<file path="config.mk">
export PLATFORM = sky130hd
export DESIGN_NAME = conditional_unit
export DESIGN_NICKNAME = d
export VERILOG_FILES = /design/src/rtl/conditional_unit.sv
export SDC_FILE = /design/constraint.sdc
export NUM_CORES = 1
export LEC_CHECK = 0
export BUFFER_PORTS_ARGS = -buffer_cell sky130_fd_sc_hd__clkbuf_2
export CORE_AREA = 5 5 42 44
export DETAILED_ROUTE_END_ITERATION = 12
export DIE_AREA = 0 0 47 49
export GPL_ROUTABILITY_DRIVEN = 0
export HOLD_SLACK_MARGIN = 0.05
export SYNTH_ARGS = -nofsm -noshare
export SYNTH_HDL_FRONTEND = slang
export SYNTH_SLANG_ARGS = --single-unit
export TNS_END_PERCENT = 1
</file>
<file path="constraint.sdc">
create_clock -name clk -period 3.7 [get_ports clk]
set_input_delay 1.11 -clock clk [delete_from_list [all_inputs] [get_ports clk]]
set_output_delay 1.11 -clock clk [all_outputs]
set_load 0.005 [all_outputs]
</file>
<file path="src/rtl/conditional_unit.sv">
// Execute-stage condition evaluation: gates branch/PC/write controls with the
// instruction condition, registers them into the E->M boundary and holds NZCV.
module conditional_unit (
  input  logic       clk,
  input  logic       rst,
  input  logic       PCSrcE,
  input  logic       RegWriteE,
  input  logic       MemWriteE,
  input  logic       BranchE,
  input  logic [1:0] FlagWriteE,
  input  logic [5:0] Opcode,
  input  logic [3:0] FlagsE,
  input  logic [3:0] ALUFlags,
  output logic [3:0] ALUFlagsD,
  output logic       BranchTakenE,
  output logic       PCSrcM,
  output logic       RegWriteM,
  output logic       MemWriteM
);

  logic       cond_ex;
  logic [3:0] flags;

  // Opcodes 001000..001111 are conditional branches; NOP never executes,
  // and every other opcode executes unconditionally.
  function automatic logic eval_cond(input logic [5:0] op, input logic [3:0] f);
    logic n, z, c, v;
    {n, z, c, v} = f;
    case (op)
      6'b001000: eval_cond = n ^ v;
      6'b001001: eval_cond = ~(n ^ v);
      6'b001010: eval_cond = z | (n ^ v);
      6'b001011: eval_cond = c;
      6'b001100: eval_cond = z;
      6'b001101: eval_cond = ~z;
      6'b001110: eval_cond = ~z & ~(n ^ v);
      6'b001111: eval_cond = 1'b1;
      6'b000000: eval_cond = 1'b0;
      default:   eval_cond = 1'b1;
    endcase
  endfunction

  assign cond_ex      = eval_cond(Opcode, FlagsE);
  assign BranchTakenE = BranchE & cond_ex;

  // E -> M pipeline boundary
  always_ff @(posedge clk or negedge rst) begin
    if (!rst) begin
      PCSrcM    <= 1'b0;
      RegWriteM <= 1'b0;
      MemWriteM <= 1'b0;
    end else begin
      PCSrcM    <= PCSrcE & cond_ex;
      RegWriteM <= RegWriteE & cond_ex;
      MemWriteM <= MemWriteE & cond_ex;
    end
  end

  // NZ and CV halves update independently
  always_ff @(posedge clk or negedge rst) begin
    if (!rst) begin
      flags <= 4'b0000;
    end else begin
      if (FlagWriteE[1] & cond_ex) flags[3:2] <= ALUFlags[3:2];
      if (FlagWriteE[0] & cond_ex) flags[1:0] <= ALUFlags[1:0];
    end
  end

  assign ALUFlagsD = flags;

endmodule

</file>
==> impl_metrics.ini <==
[worst_setup_path]
cp-end-kind = output pin
crit_type = primary input to output pin
startpoint_type = primary input
cp_data_required_time_ns = 2.59
crit_path_max_fanout = 8
worst-endpoint-arrival_ns = 2.24

[global_route]
antenna_found_initial = 0
grt_overflow = 0
grt.total_usage_pct = 10.3
grt_max_degree = 9
grt_pass1_vias = 424
grt_pass1_wl_um = 1710

[detailed_routing]
num_vias = 440
drt_pre_antenna_iters = 2
viasPerCell = 4.84
drc = 0
drt_wl_total_um = 1010
wl_per_cell_um = 11.1
drtAntennaViolNets = 0
first_iter_violations = 1

[timing]
rsz0062_at_grt = no
setup_viol = 0
period_share_pct = 90.6
max-slew-margin-rel_pct = 72.8
layout_min_cycle_time_ns = 3.35
worstMarginPinSlew_ns = 0.408
fin_setup_tns_ns = 0
hold_ws_ns = 0.546
fin_skew_ns = 0
max_freq_mhz = 298
finalHoldViolCount = 0
slew_violations = 0

[clock_tree]
cts_max_path_buffers = 2
cts_tree = done
cts_buffers = 3
clock-sinks = 7
hold_buffers = 0
postCtsSetupBuffers = 0
cts_htree_levels = 1
clock_latency_ns = 0.24
cts-resized-gates = 0
cts.clk_slew.worst_paths_ns = 0.05
root_buffer = clkbuf_4

[place]
port-buffer-count = 29
dp.cells = 87
place_hpwl_um = 876

[synthesis]
syn-cell-area_um2 = 410
synthCells = 42
yosysMostFrequentCell = dfrtp_1
synthAdderAreaFrac_pct = 0
syn_nets = 64
synthFlopType = dfrtp_1
yosys.area.top_type = dfrtp_1
synth_top_area_share_pct = 42.7
synthMuxAreaShare_pct = 0
synth_edf_count = 0
synth_top_family_by_area = compound AO/OA/AOI/OAI gates
synth_common_cells = 7 x dfrtp_1, 5 x nand2_1, 5 x nor2b_1, 5 x o21ai_0, 4 x o22ai_1
yosys.area_share.simple_pct = 21.3
synth.avg_cell_area_um2 = 9.77
synth-seq-cells = 7
yosysSeqAreaShare_pct = 42.7
synth-xor-area-share_pct = 4.27
synth-compound-area-share_pct = 31.7
ys.warnings.count = 0
synth_area_leaders = dfrtp_1 43%, nor2b_1 7.6%, o21ai_0 6.1%
synth_cell_types = 19
async_reset_ff_share_pct = 100

[status]
status = finished, final reports clean

[final_layout]
antennaDiodeCount = 0
drive_gt1_share_pct = 45.3
fin_nets = 98
area_delta_synth_final_pct = 46.6
stdcell_count = 91

[floorplan]
fp-row-count = 14
io_pins = 30
dieArea_mm2 = 0.00230
core-area_mm2 = 0.00140
start_util_pct = 29.3
die_y_um = 49
die_w_um = 47

[pwr]
vdd_drop_max_uv = 99.1
p_leak_nw = 0.304
power_density_mw_per_mm2 = 332

[hold_path]
hold_path.class = flip-flop to flip-flop

[run]
drv_cap = 0
-- per-stage QoR --
step	total power, mW	setup WS [ns]	cell area (um^2)	utilization, %
final	0.200	0.349	602	42.9
after global routing	0.215	0.290	602	42.9
after CTS	0.205	0.343	602	42.9
after detailed placement	0.134	0.342	576	41.1
after global placement	0.134	0.363	576	41.1
after floorplan	0.108	0.585	410	-
-- cells in the final DEF (no fill, tap or decap) --
cell      instances
or3b_1            1
nand2_1           5
a21boi_1          1
and3b_1           1
o31ai_1           2
a21oi_1           1
nor2_1            2
o211a_4           1
xnor2_1           1
o221a_4           1
dfrtp_1           7
nor3b_1           1
clkbuf_4          3
xor2_1            1
o21ai_0           5
nor2b_1           5
o21a_1            1
clkbuf_2         29
nor3_1            1
a21boi_0          1
o22ai_1           4
clkbuf_1          1
-- registers in the layout (all words and copies together), names as in the netlist --
register   cells
ALUFlagsD      4
RegWriteM      1
MemWriteM      1
PCSrcM         1
-- logic make-up (layout without fill, tap and decap cells) --
| kind of cell | count (synthesis) | in the layout |
|---|---|---|
| and+or+nand+nor | 16 | 16 |
| AOI/OAI and AO/OA | 17 | 17 |
| xor gates and xnor gates | 2 | 2 |
| buffers and inverters | 0 | 33 |
| DFF | 7 | 7 |
-- routing by layer --
metal	track usage (%)	part of all wire, %	vias to the layer above
met1	12.1	38	195
met5	0	0	-
li1	-	-	222
met3	4.43	16	0
met2	14.5	45	23
met4	6.91	0	0
-- worst max-delay path, cell delays in order --
cell and delay (ns):
clkbuf_2 0.13, or3b_1 0.37, o221a_4 0.24, o211a_4 0.17, nor2b_1 0.11, clkbuf_2 0.11
-- where the power goes --
part	switching (mW)	internal, mW
combinational	0.0221	0.0240
sequential	0.00274	0.0834
clock	0.0268	0.0411
-- path summary, 6_finish.rpt --
| path | start | end | slack, ns | cells after the start |
|---|---|---|---|---|
| min | ALUFlagsD[3]$_DFFE_PN0P_ | ALUFlagsD[3]$_DFFE_PN0P_ | 0.55 | 2 |
| max in group asynchronous | rst | PCSrcM$_DFF_PN0_ | 2.85 | 1 |
| min reg2reg | ALUFlagsD[3]$_DFFE_PN0P_ | ALUFlagsD[3]$_DFFE_PN0P_ | 0.55 | 2 |
| max | Opcode[2] | BranchTakenE | 0.35 | 6 |
| min in group asynchronous | rst | MemWriteM$_DFF_PN0_ | 0.69 | 1 |
| max reg2reg | ALUFlagsD[2]$_DFFE_PN0P_ | ALUFlagsD[2]$_DFFE_PN0P_ | 3.03 | 2 |
-- layout make-up --
class	count	area, um^2
fillers	158	800
multi-input cells	35	235
flip-flops and latches	7	175
repair buffers	29	145
clock buffers	4	26.3
well taps	16	20.0
Power figures use the tool's default switching activity.
